<file path="src/rtl/qbert_pkg.sv">
// Shared types and constants for the Q*bert jump-command initiator.
package qbert_pkg;

  localparam int unsigned N_CUBE = 28;

  // Jump codes as carried on dir_code / e_jump_qb
  typedef enum logic [2:0] {
    JmpNone      = 3'b000,
    JmpDownRight = 3'b001,
    JmpDownLeft  = 3'b010,
    JmpUpRight   = 3'b011,
    JmpUpLeft    = 3'b100
  } jump_e;

  // Sprite layer state_qb codes
  localparam logic [2:0] QbStart  = 3'b000;
  localparam logic [2:0] QbJump   = 3'b001;
  localparam logic [2:0] QbIdle   = 3'b010;
  localparam logic [2:0] QbSaucer = 3'b011;
  localparam logic [2:0] QbKo     = 3'b100;

  // Controller FSM states
  typedef enum logic [2:0] {
    StIdle,
    StIssue,
    StMove,
    StKo,
    StGameOver
  } state_e;

  // Edge cubes; bit i-1 is cube i. Column 0 is the right edge, column r-1 the left edge.
  localparam logic [N_CUBE-1:0] TOP = 28'h000_0001;
  localparam logic [N_CUBE-1:0] R02 = 28'h000_0002;
  localparam logic [N_CUBE-1:0] R04 = 28'h000_0008;
  localparam logic [N_CUBE-1:0] R07 = 28'h000_0040;
  localparam logic [N_CUBE-1:0] R11 = 28'h000_0400;
  localparam logic [N_CUBE-1:0] R16 = 28'h000_8000;
  localparam logic [N_CUBE-1:0] R22 = 28'h020_0000;
  localparam logic [N_CUBE-1:0] L03 = 28'h000_0004;
  localparam logic [N_CUBE-1:0] L06 = 28'h000_0020;
  localparam logic [N_CUBE-1:0] L10 = 28'h000_0200;
  localparam logic [N_CUBE-1:0] L15 = 28'h000_4000;
  localparam logic [N_CUBE-1:0] L21 = 28'h010_0000;
  localparam logic [N_CUBE-1:0] L28 = 28'h800_0000;

  function automatic logic is_legal_dir(input logic [2:0] code);
    return (code >= 3'd1) && (code <= 3'd4);
  endfunction

  // One-hot of cube r(r-1)/2 + c + 1, i.e. bit r(r-1)/2 + c
  function automatic logic [N_CUBE-1:0] cube_onehot(input logic [2:0] r, input logic [2:0] c);
    logic [5:0] r6;
    logic [5:0] tri_n;
    logic [5:0] idx;
    r6    = {3'b000, r};
    tri_n = r6 * (r6 - 6'd1);
    idx   = (tri_n >> 1) + {3'b000, c};
    return {{(N_CUBE-1){1'b0}}, 1'b1} << idx;
  endfunction

endpackage

</file>
<file path="src/rtl/qbert_cube_map.sv">
// Combinational (row, col, dir) -> target cube one-hot plus off-pyramid flag.
module qbert_cube_map
  import qbert_pkg::*;
(
  input  logic [2:0]        row_i,
  input  logic [2:0]        col_i,
  input  logic [2:0]        dir_i,
  output logic [N_CUBE-1:0] next_o,
  output logic              bad_o,
  output logic [2:0]        next_row_o,
  output logic [2:0]        next_col_o
);

  logic [3:0] row_w;
  logic [3:0] col_w;
  logic [3:0] tr;
  logic [2:0] tc;

  // Target coordinates and legality; bad targets map to an all-zero mask
  always_comb begin
    row_w = {1'b0, row_i};
    col_w = {1'b0, col_i};
    tr    = row_w;
    tc    = col_i;
    bad_o = 1'b0;
    case (dir_i)
      JmpDownRight: tr = row_w + 4'd1;
      JmpDownLeft: begin
        tr = row_w + 4'd1;
        tc = col_i + 3'd1;
      end
      JmpUpRight: begin
        tr    = row_w - 4'd1;
        tc    = col_i - 3'd1;
        bad_o = (col_w == 4'd0);
      end
      JmpUpLeft: begin
        tr    = row_w - 4'd1;
        bad_o = (col_w + 4'd2 > row_w);  // c > r-2
      end
      default: bad_o = 1'b1;
    endcase
    if (tr == 4'd0 || tr == 4'd8) bad_o = 1'b1;
    next_row_o = tr[2:0];
    next_col_o = tc;
    next_o     = bad_o ? '0 : cube_onehot(tr[2:0], tc);
  end

endmodule

</file>
<file path="src/rtl/qbert_move_ctrl.sv">
// Q*bert jump-command initiator: issues jumps to the sprite layer, commits landings,
// tracks visited cubes, lives and level clear.
module qbert_move_ctrl
  import qbert_pkg::*;
#(
  parameter int unsigned N_LIVES     = 3,
  parameter logic [31:0] ACK_TIMEOUT = 32'd1048575
) (
  input  logic              clk,
  input  logic              reset,
  input  logic              restart,
  input  logic              dir_valid,
  input  logic [2:0]        dir_code,
  input  logic [2:0]        state_qb,
  input  logic              done_move,
  output logic [2:0]        e_jump_qb,
  output logic [N_CUBE-1:0] e_next_qb,
  output logic [N_CUBE-1:0] position_qb,
  output logic              e_bad_jump,
  output logic [N_CUBE-1:0] cube_done,
  output logic [1:0]        lives,
  output logic              level_clear,
  output logic              game_over,
  output logic              busy
);

  localparam logic [1:0] LivesInit = 2'(N_LIVES);

  state_e            state_q, state_d;
  logic [2:0]        row_q, row_d, col_q, col_d;
  logic [2:0]        tgt_row_q, tgt_row_d, tgt_col_q, tgt_col_d;
  logic [2:0]        e_jump_q, e_jump_d;
  logic [N_CUBE-1:0] e_next_q, e_next_d;
  logic [N_CUBE-1:0] position_q, position_d;
  logic              e_bad_q, e_bad_d;
  logic [N_CUBE-1:0] cube_done_q, cube_done_d;
  logic [1:0]        lives_q, lives_d;
  logic              level_clear_q, level_clear_d;
  logic              game_over_q, game_over_d;
  logic              busy_q, busy_d;
  logic              pend_valid_q, pend_valid_d;
  logic [2:0]        pend_code_q, pend_code_d;
  logic [31:0]       cnt_q, cnt_d;
  logic              done_move_q;

  logic              dir_legal;
  logic              req_avail;
  logic [2:0]        req_code;
  logic              done_rise;
  logic [N_CUBE-1:0] map_next;
  logic              map_bad;
  logic [2:0]        map_row, map_col;

  assign dir_legal = dir_valid && is_legal_dir(dir_code);
  assign req_avail = dir_legal || pend_valid_q;
  // A fresh request is newer than anything buffered
  assign req_code  = dir_legal ? dir_code : pend_code_q;
  assign done_rise = done_move && !done_move_q;

  qbert_cube_map u_cube_map (
    .row_i      (row_q),
    .col_i      (col_q),
    .dir_i      (req_code),
    .next_o     (map_next),
    .bad_o      (map_bad),
    .next_row_o (map_row),
    .next_col_o (map_col)
  );

  // Next-state, buffer and output register computation
  always_comb begin
    state_d       = state_q;
    row_d         = row_q;
    col_d         = col_q;
    tgt_row_d     = tgt_row_q;
    tgt_col_d     = tgt_col_q;
    e_jump_d      = e_jump_q;
    e_next_d      = e_next_q;
    position_d    = position_q;
    e_bad_d       = e_bad_q;
    cube_done_d   = cube_done_q;
    lives_d       = lives_q;
    level_clear_d = 1'b0;
    game_over_d   = game_over_q;
    pend_valid_d  = pend_valid_q;
    pend_code_d   = pend_code_q;
    cnt_d         = cnt_q;

    if (cube_done_q == {N_CUBE{1'b1}}) begin
      cube_done_d   = TOP;
      level_clear_d = 1'b1;
    end

    // Any legal request not consumed below stays buffered (landing cycle included)
    if (dir_legal && state_q != StGameOver) begin
      pend_valid_d = 1'b1;
      pend_code_d  = dir_code;
    end

    unique case (state_q)
      StIdle: begin
        if (req_avail && state_qb == QbIdle) begin
          e_jump_d     = req_code;
          e_next_d     = map_next;
          e_bad_d      = map_bad;
          tgt_row_d    = map_row;
          tgt_col_d    = map_col;
          cnt_d        = '0;
          pend_valid_d = 1'b0;
          state_d      = StIssue;
        end
      end
      StIssue: begin
        cnt_d = cnt_q + 32'd1;
        if (state_qb == QbJump) begin
          state_d = StMove;
        end else if (cnt_q == ACK_TIMEOUT - 32'd1) begin
          e_jump_d = JmpNone;
          state_d  = StIdle;
        end
      end
      StMove: begin
        if (done_rise) begin
          if (!e_bad_q) begin
            position_d  = e_next_q;
            row_d       = tgt_row_q;
            col_d       = tgt_col_q;
            cube_done_d = cube_done_d | e_next_q;
            state_d     = StIdle;
          end else begin
            pend_valid_d = 1'b0;
            state_d      = StKo;
          end
        end
      end
      StKo: begin
        if (state_qb == QbStart) begin
          lives_d = lives_q - 2'd1;
          if (lives_q == 2'd1) begin
            game_over_d = 1'b1;
            state_d     = StGameOver;
          end else begin
            // Keep e_next == position so the sprite layer cannot re-jump
            position_d = TOP;
            e_next_d   = TOP;
            e_jump_d   = JmpNone;
            e_bad_d    = 1'b0;
            row_d      = 3'd1;
            col_d      = 3'd0;
            state_d    = StIdle;
          end
        end
      end
      StGameOver: pend_valid_d = 1'b0;
      default:    state_d = StIdle;
    endcase

    busy_d = (state_d != StIdle);

    if (restart) begin
      state_d       = StIdle;
      row_d         = 3'd1;
      col_d         = 3'd0;
      tgt_row_d     = 3'd1;
      tgt_col_d     = 3'd0;
      e_jump_d      = JmpNone;
      e_next_d      = TOP;
      position_d    = TOP;
      e_bad_d       = 1'b0;
      cube_done_d   = TOP;
      lives_d       = LivesInit;
      level_clear_d = 1'b0;
      game_over_d   = 1'b0;
      busy_d        = 1'b0;
      pend_valid_d  = 1'b0;
      pend_code_d   = JmpNone;
      cnt_d         = '0;
    end
  end

  // State registers with synchronous reset
  always_ff @(posedge clk) begin
    if (reset) begin
      state_q       <= StIdle;
      row_q         <= 3'd1;
      col_q         <= 3'd0;
      tgt_row_q     <= 3'd1;
      tgt_col_q     <= 3'd0;
      e_jump_q      <= JmpNone;
      e_next_q      <= TOP;
      position_q    <= TOP;
      e_bad_q       <= 1'b0;
      cube_done_q   <= TOP;
      lives_q       <= LivesInit;
      level_clear_q <= 1'b0;
      game_over_q   <= 1'b0;
      busy_q        <= 1'b0;
      pend_valid_q  <= 1'b0;
      pend_code_q   <= JmpNone;
      cnt_q         <= '0;
      done_move_q   <= 1'b0;
    end else begin
      state_q       <= state_d;
      row_q         <= row_d;
      col_q         <= col_d;
      tgt_row_q     <= tgt_row_d;
      tgt_col_q     <= tgt_col_d;
      e_jump_q      <= e_jump_d;
      e_next_q      <= e_next_d;
      position_q    <= position_d;
      e_bad_q       <= e_bad_d;
      cube_done_q   <= cube_done_d;
      lives_q       <= lives_d;
      level_clear_q <= level_clear_d;
      game_over_q   <= game_over_d;
      busy_q        <= busy_d;
      pend_valid_q  <= pend_valid_d;
      pend_code_q   <= pend_code_d;
      cnt_q         <= cnt_d;
      done_move_q   <= done_move;
    end
  end

  assign e_jump_qb   = e_jump_q;
  assign e_next_qb   = e_next_q;
  assign position_qb = position_q;
  assign e_bad_jump  = e_bad_q;
  assign cube_done   = cube_done_q;
  assign lives       = lives_q;
  assign level_clear = level_clear_q;
  assign game_over   = game_over_q;
  assign busy        = busy_q;

endmodule

</file>
<file path="config.mk">
export PLATFORM = sky130hd
export DESIGN_NAME = qbert_move_ctrl
export DESIGN_NICKNAME = d
export VERILOG_FILES = /design/src/rtl/qbert_pkg.sv /design/src/rtl/qbert_cube_map.sv /design/src/rtl/qbert_move_ctrl.sv
export SDC_FILE = /design/constraint.sdc
export NUM_CORES = 1
export LEC_CHECK = 0
export ABC_AREA = 1
export BUFFER_PORTS_ARGS = -buffer_cell sky130_fd_sc_hd__buf_2
export CAP_MARGIN = 20
export CORE_ASPECT_RATIO = 0.6
export CORE_MARGIN = 3
export CORE_UTILIZATION = 50
export CTS_CLUSTER_SIZE = 12
export DETAILED_ROUTE_END_ITERATION = 8
export HOLD_SLACK_MARGIN = 0.12
export PLACE_DENSITY_LB_ADDON = 0.05
export REMOVE_ABC_BUFFERS = 1
export SLEW_MARGIN = 5
export SYNTH_ARGS = -nofsm -noshare
export SYNTH_HDL_FRONTEND = slang
export SYNTH_SLANG_ARGS = --single-unit
export TNS_END_PERCENT = 20
</file>
<file path="constraint.sdc">
create_clock -name clk -period 5.25 [get_ports clk]
set_clock_uncertainty 0.05 [all_clocks]
set_input_delay 1.05 -clock clk [delete_from_list [all_inputs] [get_ports clk]]
set_output_delay 1.05 -clock clk [all_outputs]
set_load 0.02 [all_outputs]
</file>
==> metrics.yaml, run 1 <==
die:
  rows: 32
  die_y_um: 97.1
  die_x_um: 158
  dieArea_mm2: 0.0153
  start_util: 0.525
  io_pins: 104
  core_mm2: 0.0132
clock_network:
  cts_max_level: 4
  clock-root-buffer: "clkbuf_16"
  cts_sinks: 145
  clk_latency_ps: 420
  cts_tree: "built"
  numCtsBuffers: 17
  clk_path_buf_depth: 2
  cts.clk_slew.worst_paths_ps: 70
yosys:
  synth_area_mm2: 0.00691
  synthSimpleGateAreaFrac: 0.272
  post_synth_mux_area_share: 0
  synth_edf_count: 0
  ys_seq_area_frac: 0.420
  ys_types: 49
  synth_commonest_cells: "207 x nand2_1, 145 x dfxtp_1, 127 x a21oi_1, 95 x inv_1, 76 x nor2_1"
  synth_top_family_by_area: "simple AND/OR/NAND/NOR gates"
  synth_top_cell_by_area: "dfxtp_1"
  yosys.area.top_type_share: 0.420
  synthXorXnorAreaFrac: 0.00869
  synthAdderAreaFrac: 0.0518
  ys_async_sr_fraction: 0
  synth_compound_area_frac: 0.166
  yosysMostFrequentCell: "nand2_1"
  ys_warn_count: 0
  ys_ff_latch: 145
  syn_area_per_cell_um2: 7.28
  synth_ff_type: "dfxtp_1"
  synthTopCellsByArea: "dfxtp_1 42%, nand2_1 11%, a21oi_1 9.2%, inv_1 5.2%, nand4_1 4.5%"
  synthCells: 949
place:
  place_area_mm2: 0.00777
  port_buffers: 103
  dp.cells: 1223
  dp_hpwl_mm: 12.7
  gp_congestion: 0.868
grt:
  overflow: 0
  grt_pass1_vias: 5829
  antenna_found_initial: 0
  grt_max_degree: 55
  grt_first_pass_wirelength_mm: 29.7
  track_usage: 0.239
route:
  drc_errors: 0
  drt_wl_total_mm: 18.3
  firstDrtPassIters: 5
  detail_route.wl_per_cell_um: 14.5
  final_antenna_net_count: 0
  vias: 6645
  via_per_inst: 5.27
  drt_iter0_markers: 531
worst_setup_path:
  cp-start-kind: "primary input"
  r2r_start: "pend_code_q[0]$_SDFFE_PP0P_"
  crit_type: "primary input to flop"
  reg2reg_depth: 27
  worstPathArrival_ps: 5350
  reg2reg_slack_ps: 960
  cp-endpoint: "e_next_qb[27]$_SDFFE_PP0P_"
  r2r_end: "e_next_qb[27]$_SDFFE_PP0P_"
  cp.required_ps: 5550
  critPathLaunch: "dir_code[1]"
  crit_path_max_fanout: 6
  endpoint_kind: "flop"
pwr:
  net-switching-power_uw: 828
  power.share.switching: 0.299
  peakVddDrop_mv: 0.172
  p_int_mw: 1.94
  power_mw: 2.77
  power_leakage_nw: 3.57
  seqPwrFrac: 0.400
  p_per_area_mw_per_mm2: 324
  p_comb_frac: 0.159
  power_frac_clock: 0.441
timing:
  hold_violations: 0
  rsz0062_at_grt: "yes"
  slew_headroom: 0.323
  worst_pin_slew_ps: 1010
  max_freq_ghz: 0.198
  post-route-min-period_ps: 5050
  final.period_utilization: 0.961
  maxSlewViolCount: 0
  setup_viol: 0
final_layout:
  layout.nets: 1115
  n_antenna_cell: 0
  drive_above_1_share: 0.212
  fin_util: 0.650
  final_cell_area_mm2: 0.00856
  instances_no_fill: 1262
  area_delta_synth_final_pct: 23.8
hold_path:
  holdCritPathClass: "flop to flop"
flow_run:
  maxCapViolCount: 0
outcome:
  status: "completed"
## timing repair
action                     in CTS  in global routing
setup endpoints to repair       0                 28
hold buffers                    0                  0
resized for setup               0                 29
setup buffers                   0                  4
## stage by stage
step	TNS (ps)	setup slack, ps	hold slack, ps
2_1_floorplan	-10960	-763	387
3_3_place_gp	-3330	-190	384
3_5_place_dp	-6510	-315	386
4_1_cts	0	111	396
5_1_grt	-184	-66.9	421
6_report	0	203	392
## cells in the final DEF (no fill, tap or decap), types with 3 or more instances in the layout
cell type   Yosys  final
nand3_2         2      4
o211ai_1        3      3
nand3_1        34     33
clkinvlp_4      0      3
nand4_1        50     50
or2_2           3      3
inv_6           0      3
inv_8           0      4
nand2_2         6      9
a211oi_1        7      7
nor2_2          4      8
buf_2           5    101
nor4_1          5      5
inv_1          95     92
nor3_2          1      3
xnor2_1         3      3
nor3_1         16     14
inv_2           6      9
nor2_4          1      3
buf_6           4      3
a21oi_1       127    127
ha_1           19     18
dfxtp_1       145    145
nand2_1       207    203
o21ai_0        60     60
buf_4           0     42
fa_1            6      5
nor2_1         76     70
clkbuf_16       0     17
## power by group through the flow
| stage | logic, mW | registers, mW | clock network [mW] |
|---|---|---|---|
| 2_1_floorplan | 0.247 | 1.14 | 0 |
| 3_3_place_gp | 0.404 | 1.13 | 0 |
| 3_5_place_dp | 0.401 | 1.13 | 0 |
| 4_1_cts | 0.404 | 1.11 | 1.24 |
| 5_1_grt | 0.487 | 1.11 | 1.29 |
| 6_report | 0.442 | 1.11 | 1.22 |
## logic make-up after synthesis
kind of cell	Yosys count
XOR/XNOR	6
flip-flops	145
AND/OR/NAND/NOR	416
AO/OA/AOI/OAI	215
other	1
buffers and inverters	141
adder cells (fa/ha/maj)	25
## state kept, by name, indices dropped and copies added (netlist names)
signal        cells
cube_done        28
e_bad_jump        1
pend_code_q       3
position_qb      28
tgt_col_q         3
state_q           3
game_over         1
level_clear       1
done_move_q       1
busy              1
e_jump_qb         3
e_next_qb        28
lives             2
pend_valid_q      1
row_q             3
tgt_row_q         3
cnt_q            32
col_q             3
## how the worst min path moves through the flow
| stage | from | to | slack, ps | depth (start not counted) |
|---|---|---|---|---|
| 2_1_floorplan | tgt_row_q[0]$_SDFFE_PP1P_ | tgt_row_q[0]$_SDFFE_PP1P_ | 390 | 2 |
| 3_3_place_gp | e_jump_qb[2]$_SDFFE_PP0P_ | e_jump_qb[2]$_SDFFE_PP0P_ | 380 | 2 |
| 3_5_place_dp | e_jump_qb[2]$_SDFFE_PP0P_ | e_jump_qb[2]$_SDFFE_PP0P_ | 390 | 2 |
| 4_1_cts | e_jump_qb[2]$_SDFFE_PP0P_ | e_jump_qb[2]$_SDFFE_PP0P_ | 400 | 2 |
| 5_1_grt | position_qb[18]$_SDFFE_PP0P_ | position_qb[18]$_SDFFE_PP0P_ | 420 | 2 |
| 6_report | e_jump_qb[2]$_SDFFE_PP0P_ | e_jump_qb[2]$_SDFFE_PP0P_ | 390 | 2 |
## layer usage
metal  up-vias  wire, um  GRT usage
met2       214      6940      0.306
met5         -         0          0
met4         0       139     0.0613
li1       3440         -          -
met1      2978      9850      0.396
met3        13      1420     0.0467
## area by class of cell
type | count | area (um2)
sequential | 145 | 2900
inverter | 101 | 379
clock inverter | 15 | 174
clock buffer | 17 | 425
tap | 170 | 213
timing repair buffer | 149 | 925
multi-input combinational | 665 | 3540
fill | 1173 | 4620
## worst max-delay path, cell delays in order
cell     delay, ps
buf_8          110
o21ai_4        250
nand3_2        150
buf_6          150
o21ai_4        130
nand2_2         90
nand2_2         80
fa_2           420
or2_1          220
o21ai_2         80
buf_6          140
ha_1           140
ha_1           160
ha_2           200
fa_1           410
ha_1           310
inv_2           70
nor2_2          40
nor2_2         140
nor2_1          50
inv_1          100
nand2_2         80
nor2_2         120
inv_2           70
nor3_2         170
buf_4          140
nand4_1        120
a21oi_1        180
Note: power is estimated with default switching activity, not from simulation.
==> run 2: changes to the inputs <==
Settings changed: RECOVER_POWER set to 25, SLEW_MARGIN 5 to 20.
==> metrics.yaml, run 2 (same netlist as run 1, synthesis figures left out) <==
clock_network:
  clk_latency_ps: 420
  cts.clk_slew.worst_paths_ps: 70
  cts_sinks: 145
  cts_tree: "built"
  clk_path_buf_depth: 2
  cts_hold_buf: 0
  clock-root-buffer: "clkbuf_16"
  cts_max_level: 4
  numCtsBuffers: 17
grt:
  grt_max_degree: 55
  grt_first_pass_wirelength_mm: 29.7
  overflow: 0
  track_usage: 0.239
  antenna_found_initial: 0
  grt_pass1_vias: 5829
route:
  vias: 6646
  met3_length_mm: 1.29
  drt_wl_total_mm: 18.2
  via_per_inst: 5.27
  route.layer.met1.wl_mm: 9.90
  detail_route.wl_per_cell_um: 14.4
  drt_iter0_markers: 541
  firstDrtPassIters: 5
  final_antenna_net_count: 0
  drc_errors: 0
  routed.top_layer: "met4"
  route.met2.wl_mm: 6.87
timing:
  worst_pin_slew_ps: 981
  final.period_utilization: 0.962
  post-route-min-period_ps: 5050
  maxSlewViolCount: 0
  max_freq_ghz: 0.198
  hold_violations: 0
  setup_viol: 0
  rsz0062_at_grt: "yes"
  holdWs_ps: 392
  slew_headroom: 0.340
pwr:
  power_leakage_nw: 3.55
  peakVddDrop_mv: 0.177
  p_per_area_mw_per_mm2: 325
final_layout:
  largest_reg_flops: 32
  fin_util: 0.647
  layout_common_cells: "203 x nand2_1, 145 x dfxtp_1, 127 x a21oi_1"
  regMostFlops: "cnt_q"
  n_antenna_cell: 0
  layout.nets: 1115
  seqCellArea_mm2: 0.00290
  fillers: 1183
  layout_commonest_cell: "nand2_1"
  multi_input_area_mm2: 0.00354
  drive_above_1_share: 0.212
  area_delta_synth_final_pct: 23.3
die:
  rows: 32
  io_pins: 104
  die_x_um: 158
  core_mm2: 0.0132
  die_y_um: 97.1
  start_util: 0.525
  dieArea_mm2: 0.0153
place:
  gp_congestion: 0.868
  port_buffers: 103
  dp_hpwl_mm: 12.7
worst_setup_path:
  slowest_delay_ps: 420
  cpMaxStageDelayCell: "fa_2"
  cp.required_ps: 5550
  worstPathArrival_ps: 5350
  critPathLaunch: "dir_code[1]"
  r2r_start: "pend_code_q[0]$_SDFFE_PP0P_"
  crit_type: "primary input to flop"
  cp-start-kind: "primary input"
  endpoint_kind: "flop"
  crit_path_max_fanout: 6
outcome:
  status: "completed"
flow_run:
  maxCapViolCount: 0
hold_path:
  holdCritPathClass: "flop to flop"
  min_from: "e_jump_qb[2]$_SDFFE_PP0P_"
run 2: cell types whose count changed in the layout (fill, tap and decap cells not counted):
cell / delta
buf_16: -2
buf_8: +1
buf_6: +1
run 2: worst paths after layout:
check | endpoint | slack (ps) | depth (start not counted)
hold reg to reg | e_jump_qb[2]$_SDFFE_PP0P_ | 390 | 2
setup reg to reg | e_next_qb[27]$_SDFFE_PP0P_ | 960 | 27
hold / removal | e_jump_qb[2]$_SDFFE_PP0P_ | 390 | 2
setup / recovery | e_next_qb[27]$_SDFFE_PP0P_ | 200 | 28
run 2: final cells by class:
cell class,instances,share of cell area
Inverter,101,0.0445
Tap cell,170,0.0249
Clock inverter,15,0.0204
Clock buffer,17,0.0499
Sequential cell,145,0.340
Timing Repair Buffer,149,0.105
Multi-Input combinational cell,665,0.415
run 2: report_power, final:
group / switching [mW] / internal, mW / leakage [nW]
sequential: 0.00349 / 1.10 / 1.17
combinational: 0.281 / 0.160 / 2.10
clock: 0.542 / 0.679 / 0.284
run 2: repair_timing:
item / CTS / global route
endpoints found under the setup margin: 0 / 28
gates resized for setup: 0 / 29
buffers inserted: 0 / 4
run 2: routing by layer:
| layer | up-vias | track usage |
|---|---|---|
| li1 | 3438 | - |
| met1 | 2981 | 0.396 |
| met2 | 214 | 0.306 |
| met3 | 13 | 0.0467 |
| met4 | 0 | 0.0613 |
| met5 | - | 0 |
run 2: critical path, delay by kind of cell:
kind	cells	cell delay, ps
adder cells (fa/ha/maj)	6	1640
buffers and inverters	7	780
AND/OR/NAND/NOR	11	1250
AO/OA/AOI/OAI	4	640
run 2: per-stage QoR:
stage	TNS (ps)	worst slack [ps]	instances	cell area [um2]	total power, mW
2_1_floorplan	-10960	-763	910	6730	1.38
4_1_cts	0	111	1255	8370	2.75
5_1_grt	-196	-67.0	1262	8530	2.88
3_5_place_dp	-6510	-315	1223	7770	1.53
6_report	0	201	1262	8530	2.77
3_3_place_gp	-3330	-190	1223	7770	1.54
